### src/rtl/memory_address_unit_pkg.sv
// Shared types and default sizing for the memory address unit.
package mem_addr_pkg;

  localparam int DEF_ADDR_W = 4;
  localparam int DEF_BUS_W  = 8;

  // Burst sequencer states.
  typedef enum logic {
    IDLE  = 1'b0,
    BURST = 1'b1
  } burst_state_e;

endpackage : mem_addr_pkg

### src/rtl/memory_address_unit_if.sv
// Control, bus and status signals of the memory address unit.
// The master modport drives the requests; the slave modport is the unit itself.
interface memory_address_unit_if #(
  parameter int ADDR_W = 4,
  parameter int BUS_W  = 8
);

  logic              read_from_bus;
  logic [BUS_W-1:0]  bus;
  logic              inc;
  logic              manual_mode;
  logic              manual_read;
  logic [ADDR_W-1:0] manual_switches;
  logic              burst_start;
  logic [ADDR_W-1:0] burst_len;
  logic              burst_ready;
  logic [ADDR_W-1:0] address;
  logic              burst_busy;
  logic              burst_done;
  logic              wrap;

  modport master (
    output read_from_bus, bus, inc, manual_mode, manual_read, manual_switches,
           burst_start, burst_len, burst_ready,
    input  address, burst_busy, burst_done, wrap
  );

  modport slave (
    input  read_from_bus, bus, inc, manual_mode, manual_read, manual_switches,
           burst_start, burst_len, burst_ready,
    output address, burst_busy, burst_done, wrap
  );

endinterface : memory_address_unit_if

### src/rtl/memory_address_unit_fsm.sv
// Burst sequencer: owns the IDLE/BURST state, the remaining-count register
// and the busy/done status. Tells the datapath when a burst step increments.
module mau_burst_fsm
  import mem_addr_pkg::*;
#(
  parameter int ADDR_W = DEF_ADDR_W
) (
  input  logic              clk,
  input  logic              rst,
  input  logic              manual_mode_i,
  input  logic              read_from_bus_i,
  input  logic              burst_start_i,
  input  logic [ADDR_W-1:0] burst_len_i,
  input  logic              burst_ready_i,
  output logic              burst_inc_o,
  output logic              burst_busy_o,
  output logic              burst_done_o
);

  burst_state_e      state_q, state_d;
  logic [ADDR_W-1:0] cnt_q, cnt_d;
  logic              busy_q;
  logic              done_q, done_d;
  logic              burst_inc_s;

  // Next-state decode: burst acceptance, handshakes, manual abort.
  always_comb begin
    state_d     = state_q;
    cnt_d       = cnt_q;
    done_d      = 1'b0;
    burst_inc_s = 1'b0;
    case (state_q)
      IDLE: begin
        // Bus load outranks burst start; manual mode blocks both.
        if (!manual_mode_i && !read_from_bus_i && burst_start_i) begin
          state_d = BURST;
          cnt_d   = burst_len_i;
        end else begin
          state_d = IDLE;
        end
      end
      BURST: begin
        if (manual_mode_i) begin
          // Abort: keep count and address, no completion pulse.
          state_d = IDLE;
        end else if (burst_ready_i) begin
          if (cnt_q != {ADDR_W{1'b0}}) begin
            burst_inc_s = 1'b1;
            cnt_d       = cnt_q - {{(ADDR_W-1){1'b0}}, 1'b1};
          end else begin
            state_d = IDLE;
            done_d  = 1'b1;
          end
        end else begin
          state_d = BURST;
        end
      end
      default: begin
        state_d = IDLE;
      end
    endcase
  end

  // State, count and registered status flags.
  always_ff @(posedge clk) begin
    if (rst) begin
      state_q <= IDLE;
      cnt_q   <= {ADDR_W{1'b0}};
      busy_q  <= 1'b0;
      done_q  <= 1'b0;
    end else begin
      state_q <= state_d;
      cnt_q   <= cnt_d;
      busy_q  <= (state_d == BURST);
      done_q  <= done_d;
    end
  end

  assign burst_inc_o  = burst_inc_s;
  assign burst_busy_o = busy_q;
  assign burst_done_o = done_q;

endmodule : mau_burst_fsm

### src/rtl/memory_address_unit.sv
// Memory address register with bus load, increment, manual override and
// auto-incrementing bursts. The manual override bypasses the register
// combinationally so the switches are visible even while in reset.
module memory_address_unit
  import mem_addr_pkg::*;
#(
  parameter int ADDR_W = DEF_ADDR_W,
  parameter int BUS_W  = DEF_BUS_W
) (
  input  logic                   clk,
  input  logic                   rst,
  memory_address_unit_if.slave   io
);

  logic [ADDR_W-1:0] addr_q, addr_d;
  logic              wrap_q, wrap_d;
  logic              incr_s;
  logic              burst_inc_s;
  logic              burst_busy_s;
  logic              burst_done_s;
  logic [BUS_W-1:0]  bus_s;

  assign bus_s = io.bus;

  mau_burst_fsm #(
    .ADDR_W (ADDR_W)
  ) u_fsm (
    .clk             (clk),
    .rst             (rst),
    .manual_mode_i   (io.manual_mode),
    .read_from_bus_i (io.read_from_bus),
    .burst_start_i   (io.burst_start),
    .burst_len_i     (io.burst_len),
    .burst_ready_i   (io.burst_ready),
    .burst_inc_o     (burst_inc_s),
    .burst_busy_o    (burst_busy_s),
    .burst_done_o    (burst_done_s)
  );

  // Address register next value; busy flag mirrors the BURST state.
  always_comb begin
    addr_d = addr_q;
    incr_s = 1'b0;
    if (burst_busy_s) begin
      // Only burst handshakes move the register during a burst.
      incr_s = burst_inc_s;
    end else if (io.manual_mode) begin
      if (io.manual_read) begin
        addr_d = io.manual_switches;
      end else begin
        addr_d = addr_q;
      end
    end else if (io.read_from_bus) begin
      addr_d = bus_s[ADDR_W-1:0];
    end else if (io.burst_start) begin
      addr_d = addr_q;
    end else begin
      incr_s = io.inc;
    end
    if (incr_s) begin
      addr_d = addr_q + {{(ADDR_W-1){1'b0}}, 1'b1};
      wrap_d = (addr_q == {ADDR_W{1'b1}});
    end else begin
      wrap_d = 1'b0;
    end
  end

  // Address register and wrap pulse.
  always_ff @(posedge clk) begin
    if (rst) begin
      addr_q <= {ADDR_W{1'b0}};
      wrap_q <= 1'b0;
    end else begin
      addr_q <= addr_d;
      wrap_q <= wrap_d;
    end
  end

  assign io.address    = io.manual_mode ? io.manual_switches : addr_q;
  assign io.burst_busy = burst_busy_s;
  assign io.burst_done = burst_done_s;
  assign io.wrap       = wrap_q;

endmodule : memory_address_unit

### src/flat_wrapper.sv
// flat-port wrapper written by rule: the top's interface ports become plain ports
module memory_address_unit_flat import mem_addr_pkg::*;
#(
  parameter int ADDR_W = DEF_ADDR_W,
  parameter int BUS_W  = DEF_BUS_W
)
  (clk, rst, io_read_from_bus, io_bus, io_inc, io_manual_mode, io_manual_read, io_manual_switches, io_burst_start, io_burst_len, io_burst_ready, io_address, io_burst_busy, io_burst_done, io_wrap);
  memory_address_unit_if #(.ADDR_W(ADDR_W), .BUS_W(BUS_W)) io_i ();
  input  logic clk;
  input  logic rst;
  input wire logic [$bits(io_i.read_from_bus)-1:0] io_read_from_bus;
  input wire logic [$bits(io_i.bus)-1:0] io_bus;
  input wire logic [$bits(io_i.inc)-1:0] io_inc;
  input wire logic [$bits(io_i.manual_mode)-1:0] io_manual_mode;
  input wire logic [$bits(io_i.manual_read)-1:0] io_manual_read;
  input wire logic [$bits(io_i.manual_switches)-1:0] io_manual_switches;
  input wire logic [$bits(io_i.burst_start)-1:0] io_burst_start;
  input wire logic [$bits(io_i.burst_len)-1:0] io_burst_len;
  input wire logic [$bits(io_i.burst_ready)-1:0] io_burst_ready;
  output wire logic [$bits(io_i.address)-1:0] io_address;
  output wire logic [$bits(io_i.burst_busy)-1:0] io_burst_busy;
  output wire logic [$bits(io_i.burst_done)-1:0] io_burst_done;
  output wire logic [$bits(io_i.wrap)-1:0] io_wrap;
  assign io_i.read_from_bus = io_read_from_bus;
  assign io_i.bus = io_bus;
  assign io_i.inc = io_inc;
  assign io_i.manual_mode = io_manual_mode;
  assign io_i.manual_read = io_manual_read;
  assign io_i.manual_switches = io_manual_switches;
  assign io_i.burst_start = io_burst_start;
  assign io_i.burst_len = io_burst_len;
  assign io_i.burst_ready = io_burst_ready;
  assign io_address = io_i.address;
  assign io_burst_busy = io_i.burst_busy;
  assign io_burst_done = io_i.burst_done;
  assign io_wrap = io_i.wrap;
  memory_address_unit #(.ADDR_W(ADDR_W), .BUS_W(BUS_W)) u_core (.clk(clk), .rst(rst), .io(io_i));
endmodule
### config.mk
export PLATFORM = sky130hd
export DESIGN_NAME = memory_address_unit_flat
export DESIGN_NICKNAME = d
export VERILOG_FILES = /design/src/rtl/memory_address_unit_pkg.sv /design/src/rtl/memory_address_unit_if.sv /design/src/rtl/memory_address_unit_fsm.sv /design/src/rtl/memory_address_unit.sv /design/src/flat_wrapper.sv
export SDC_FILE = /design/constraint.sdc
export NUM_CORES = 1
export LEC_CHECK = 0
export CAP_MARGIN = 20
export CORE_MARGIN = 8
export CORE_UTILIZATION = 35
export DETAILED_ROUTE_END_ITERATION = 8
export GPL_TIMING_DRIVEN = 0
export HOLD_SLACK_MARGIN = 0.12
export PLACE_DENSITY = 0.76
export SYNTH_ARGS = -nofsm -noshare
export SYNTH_HDL_FRONTEND = slang
export SYNTH_SLANG_ARGS = --single-unit
### constraint.sdc
create_clock -name clk -period 1.75 [get_ports clk]
set_input_delay 0.2625 -clock clk [delete_from_list [all_inputs] [get_ports clk]]
set_output_delay 0.2625 -clock clk [all_outputs]
set_load 0.05 [all_outputs]
Word-level counts from Yosys, hierarchy flattened

Index checks and enable logic that the tools add are counted.

Register bits: 11
Input port bits: 24
Output and inout bits: 7
Word-level logic and storage cells: 50

$add $sub $neg: 2
Eq/ne operators: 7
Muxes and demuxes: 23
Bitwise gates (word level): 3
Reduce and logical (&&, ||, !) cells: 10

Operators with widths:

| kind                                              | count |
|---|---|
| two-way mux 4 bit                                 | 10 |
| two-way mux 1 bit                                 | 11 |
| one-hot mux 4 bit (2 select lines)                | 1 |
| != test 2 bit (second input constant)             | 3 |
| adder 4 x 1 -> 4 bit (second input constant)      | 1 |
| == test 4 bit (second input constant)             | 1 |
| != test 2 x 1 -> 1 bit (second input constant)    | 2 |
| AND reduction 4 bit                               | 1 |
| nonzero test 4 bit                                | 1 |
| OR reduction 4 bit                                | 1 |
| subtractor 4 x 1 -> 4 bit (second input constant) | 1 |
| != test 3 x 1 -> 1 bit (second input constant)    | 1 |
| inverter 1 bit                                    | 3 |
| AND reduction 3 bit                               | 1 |
| nonzero test 3 bit                                | 1 |
| logical AND 1 bit                                 | 2 |
| zero test 1 bit                                   | 2 |
| one-hot mux 1 bit (2 select lines)                | 1 |
| OR reduction 2 bit                                | 1 |

Depth between registers and ports, before layout

Word-level depth: 7
Depth in mapped cells: 6
Mapped depth without buffers: 6

Modules after synthesis

A second synthesis with hierarchy kept.

Cells, all modules: 88
Area, all modules: 762.0 µm²

Modules (own cells, without submodules):

| module              | times used | cells an instance | area an instance (µm²) | sequential area each (µm²) |
|---|---|---|---|---|
| memory_address_unit | 1          | 49                | 402.9                  | 100.1 |
| mau_burst_fsm       | 1          | 39                | 359.1                  | 120.1 |

Worst setup path after synthesis

No wires, ideal clock.

Path kind: register -> register
From: reg u_core.u_fsm.burst_busy_o (netlist name)
To: reg u_core.u_fsm.cnt_q[2]
Library setup time: 103 ps
Data arrival time: 1,483 ps
Data required time: 1,647 ps
Path slack: 163 ps
Stages on the path, launching flop included: 5
Buffers on the path: 2
Period minus slack after synthesis: 1,587 ps
Path through: dfxtp_1 -> clkbuf_2 -> buf_2 -> nor3_1 -> a2111oi_2

RTL lines:

| item                 | RTL line                      | text |
|---|---|---|
| end signal, assigned | memory_address_unit_fsm.sv:68 | `cnt_q <= {ADDR_W{1'b0}};` |
| end signal, assigned | memory_address_unit_fsm.sv:73 | `cnt_q <= cnt_d;` |
| end, declared        | memory_address_unit_fsm.sv:21 | `logic [ADDR_W-1:0] cnt_q, cnt_d;` |

Worst setup path after layout

From: in io_manual_switches[2]
To: out io_address[2]

Word-level cells in the longest chain between the ends: 1

Ends and longest elaborated chain:

| item              | RTL line                  | text |
|---|---|---|
| start, declared   | flat_wrapper.sv:16        | `input wire logic [$bits(io_i.manual_switches)-1:0] io_manual_switches;` |
| two-way mux 4 bit | memory_address_unit.sv:79 | `assign io.address = io.manual_mode ? io.manual_switches : addr_q;` |
| end, declared     | flat_wrapper.sv:20        | `output wire logic [$bits(io_i.address)-1:0] io_address;` |

No other way between the ends.

==> metrics.yaml <==
min_path:
  whs_path_depth: 2
  hold_class: "primary input to flip-flop"
global_route:
  grt_max_degree: 11
  grt_overflow_total: 0
  grt_pass1_wl_mm: 3.88
  grtUsageTotal_pct: 11.3
  grt_pass1_vias: 845
  antenna_found_initial: 0
setup_path:
  crit_fanout: 2
  crit_path_top_delay_cell: "clkdlybuf4s50_1"
  criticalPathCategory: "primary input to output pin"
  rrSetupSlack_ns: 0.13
  max_stage_delay_ns: 0.45
  cp.required_ns: 1.49
  cp.arrival_ns: 1.45
  cp-start-kind: "primary input"
  crit_chain: "clkdlybuf4s50_1 > mux2_2 > clkdlybuf4s15_1"
  cp-end-kind: "output pin"
  rr_worst_depth: 7
timing:
  max_freq_mhz: 585
  final.setup_skew_ns: 0.00797
  period_share_pct: 97.6
  slew_violations: 0
  slew_headroom_pct: 65.4
  tightest_slew_ns: 0.519
  period_minus_slack_ns: 1.71
  rsz0062_at_grt: "no"
  setup_violations: 0
  hold_viol: 0
finish:
  fin_cells: 153
  antennaDiodeCount: 0
  layout-drive-gt1-share_pct: 25.2
  fillers: 260
  multi_input_area_um2: 588
  final_net_count: 150
  area_growth_pct: 36.7
  seq_area_um2: 220
die:
  die_w_um: 65.3
  initial_core_util_pct: 35.7
  coreArea_um2: 2390
  die_area_um2: 4270
  fp.dieH_um: 65.3
  fp-row-count: 18
  io-pin-count: 31
yosys:
  synth_fp_nets: 120
  synth_area_um2: 852
  yosysTopAreaCell: "dfxtp_1"
  synthDistinctLibCells: 41
  synth_top_family_by_area: "compound AO/OA/AOI/OAI gates"
  synth_area_leaders: "dfxtp_1 26%, mux2_2 9.3%, a21oi_1 6.5%"
  yosysSeqAreaShare_pct: 25.8
  async_flop_share_pct: 0
  yosys_warnings: 0
  synth_fa_ha_area_share_pct: 2.94
  synth-xor-area-share_pct: 0
  synth-edff-count: 0
  synth.top_cell.area_share_pct: 25.8
  synth.area.mux_share_pct: 12.8
  ys.flop_type: "dfxtp_1"
  synth-simple-area-share_pct: 23.9
  ys_seq_elements: 11
  synth_compound_area_share_pct: 28.8
  avgSynthCellArea_um2: 9.06
  synthCells: 94
placement:
  dp_hpwl_mm: 1.89
  gp_congestion: 0.802
  port-buffer-count: 24
  place_inst: 148
detailed_routing:
  drt_iter0_markers: 56
  antenna_left: 0
  drt_wl_total_mm: 2.42
  dr.pass1.iters: 4
  drcViolationCount: 0
  routed-via-count: 864
  viasPerCell: 5.65
  wire_per_inst_um: 15.8
pwr:
  ir_drop_mv: 0.308
  p_total_uw: 742
  power_density_nw_per_um2: 637
  p_leak_nw: 0.441
cts:
  cts.reportedPaths.clkPinSlew_ns: 0.08
  cts_buffer_depth: 2
  cts-root-buf: "clkbuf_4"
  tritoncts: "built"
  htreeDepth: 1
  cts_buffers: 3
  clkLatencyLatePin_ns: 0.27
  cts.sinks: 11
  cts_hold_buf: 0
run_status:
  outcome: "finished clean"
job:
  maxCapViolCount: 0
## power by group
group	leakage [nW]	total, mW	switching (mW)	internal [mW]
combinational	0.335	0.274	0.143	0.131
sequential	0.0903	0.291	0.0220	0.269
clock	0.0150	0.178	0.0897	0.0880
total	0.441	0.742	0.255	0.488
## sequential cells by signal, summed over array words and instances (netlist names)
register and count:
u_core.io.wrap 1, u_core.addr_q 4, u_core.u_fsm.burst_done_o 1, u_core.u_fsm.cnt_q 4, u_core.u_fsm.burst_busy_o 1
## layout make-up
class	instances	share of cell area, %
Multi-Input combinational cell	73	50.5
Inverter	5	1.61
Clock buffer	4	2.26
Buffer	5	2.58
Timing Repair Buffer	25	20.9
Sequential cell	11	18.9
Tap cell	30	3.22
## cells in the final DEF (no fill, tap or decap), types with 3 or more instances in the layout
master	netlist	layout
nor2_1	4	3
clkbuf_4	0	3
o21ai_1	3	3
dfxtp_1	11	11
or2_2	3	3
clkdlybuf4s50_1	0	20
inv_1	5	5
a21oi_1	11	11
nor3_1	5	5
dlygate4sd2_1	0	3
mux2_2	7	7
mux2i_1	3	3
nand2_1	5	5
## path summary, 6_finish.rpt
kind,start,end
worst max-delay path,io_manual_switches[2],io_address[2]
worst max register to register,u_core.u_fsm.cnt_q[0],u_core.addr_q[3]
worst min-delay path,rst,u_core.addr_q[0]
worst min register to register,u_core.u_fsm.cnt_q[1],u_core.u_fsm.cnt_q[1]
## through the flow
stage	area (µm²)	hold slack [ns]	TNS (ns)	util [%]	setup slack [ns]
2_1_floorplan	852	0.469	0	-	0.163
3_3_place_gp	1130	0.512	-1.15	47.3	-0.223
3_5_place_dp	1130	0.527	-1.31	47.3	-0.239
4_1_cts	1150	0.466	0	48.2	0.0292
5_1_grt	1160	0.510	0	48.8	0.00359
6_report	1160	0.464	0	48.8	0.0419
## cell usage after synthesis, types with 2 or more instances
cell       count
o21ai_0        2
dfxtp_1       11
mux2_2         7
nor2_1         4
or2_2          3
inv_1          5
and2_1         2
o21ai_1        3
a21oi_1       11
mux2i_1        3
ha_1           2
buf_2          2
nand2_1        5
a2111oi_2      2
nor3_1         5
nor4b_1        2
## logic make-up (layout without fill, tap and decap cells)
| group | after synthesis | in the layout |
|---|---|---|
| AND/OR/NAND/NOR | 30 | 30 |
| AO/OA/AOI/OAI | 31 | 31 |
| buffers and inverters | 10 | 39 |
| adder cells (fa/ha/maj) | 2 | 2 |
| multiplexers | 10 | 10 |
| flip-flops | 11 | 11 |
## per-layer routing
layer	share of wire (%)	global-route usage, %	up-vias
met5	0	0	-
met4	0.45	4.36	0
met3	6.7	3.23	2
met2	51	20.3	28
met1	42	12.1	416
li1	-	-	418
## worst max-delay path, delay by kind of cell
kind                   cells  cell delay, ns
muxes                      1            0.29
buffers and inverters      2            0.90
## what timing repair did
| item | 4_1_cts | 5_1_grt |
|---|---|---|
| setup buffers | 0 | 1 |
| pin swaps | 0 | 2 |
| gates resized for setup | 4 | 3 |
| endpoints found under the setup margin | 4 | 4 |
(Power assumes the default switching activity.)
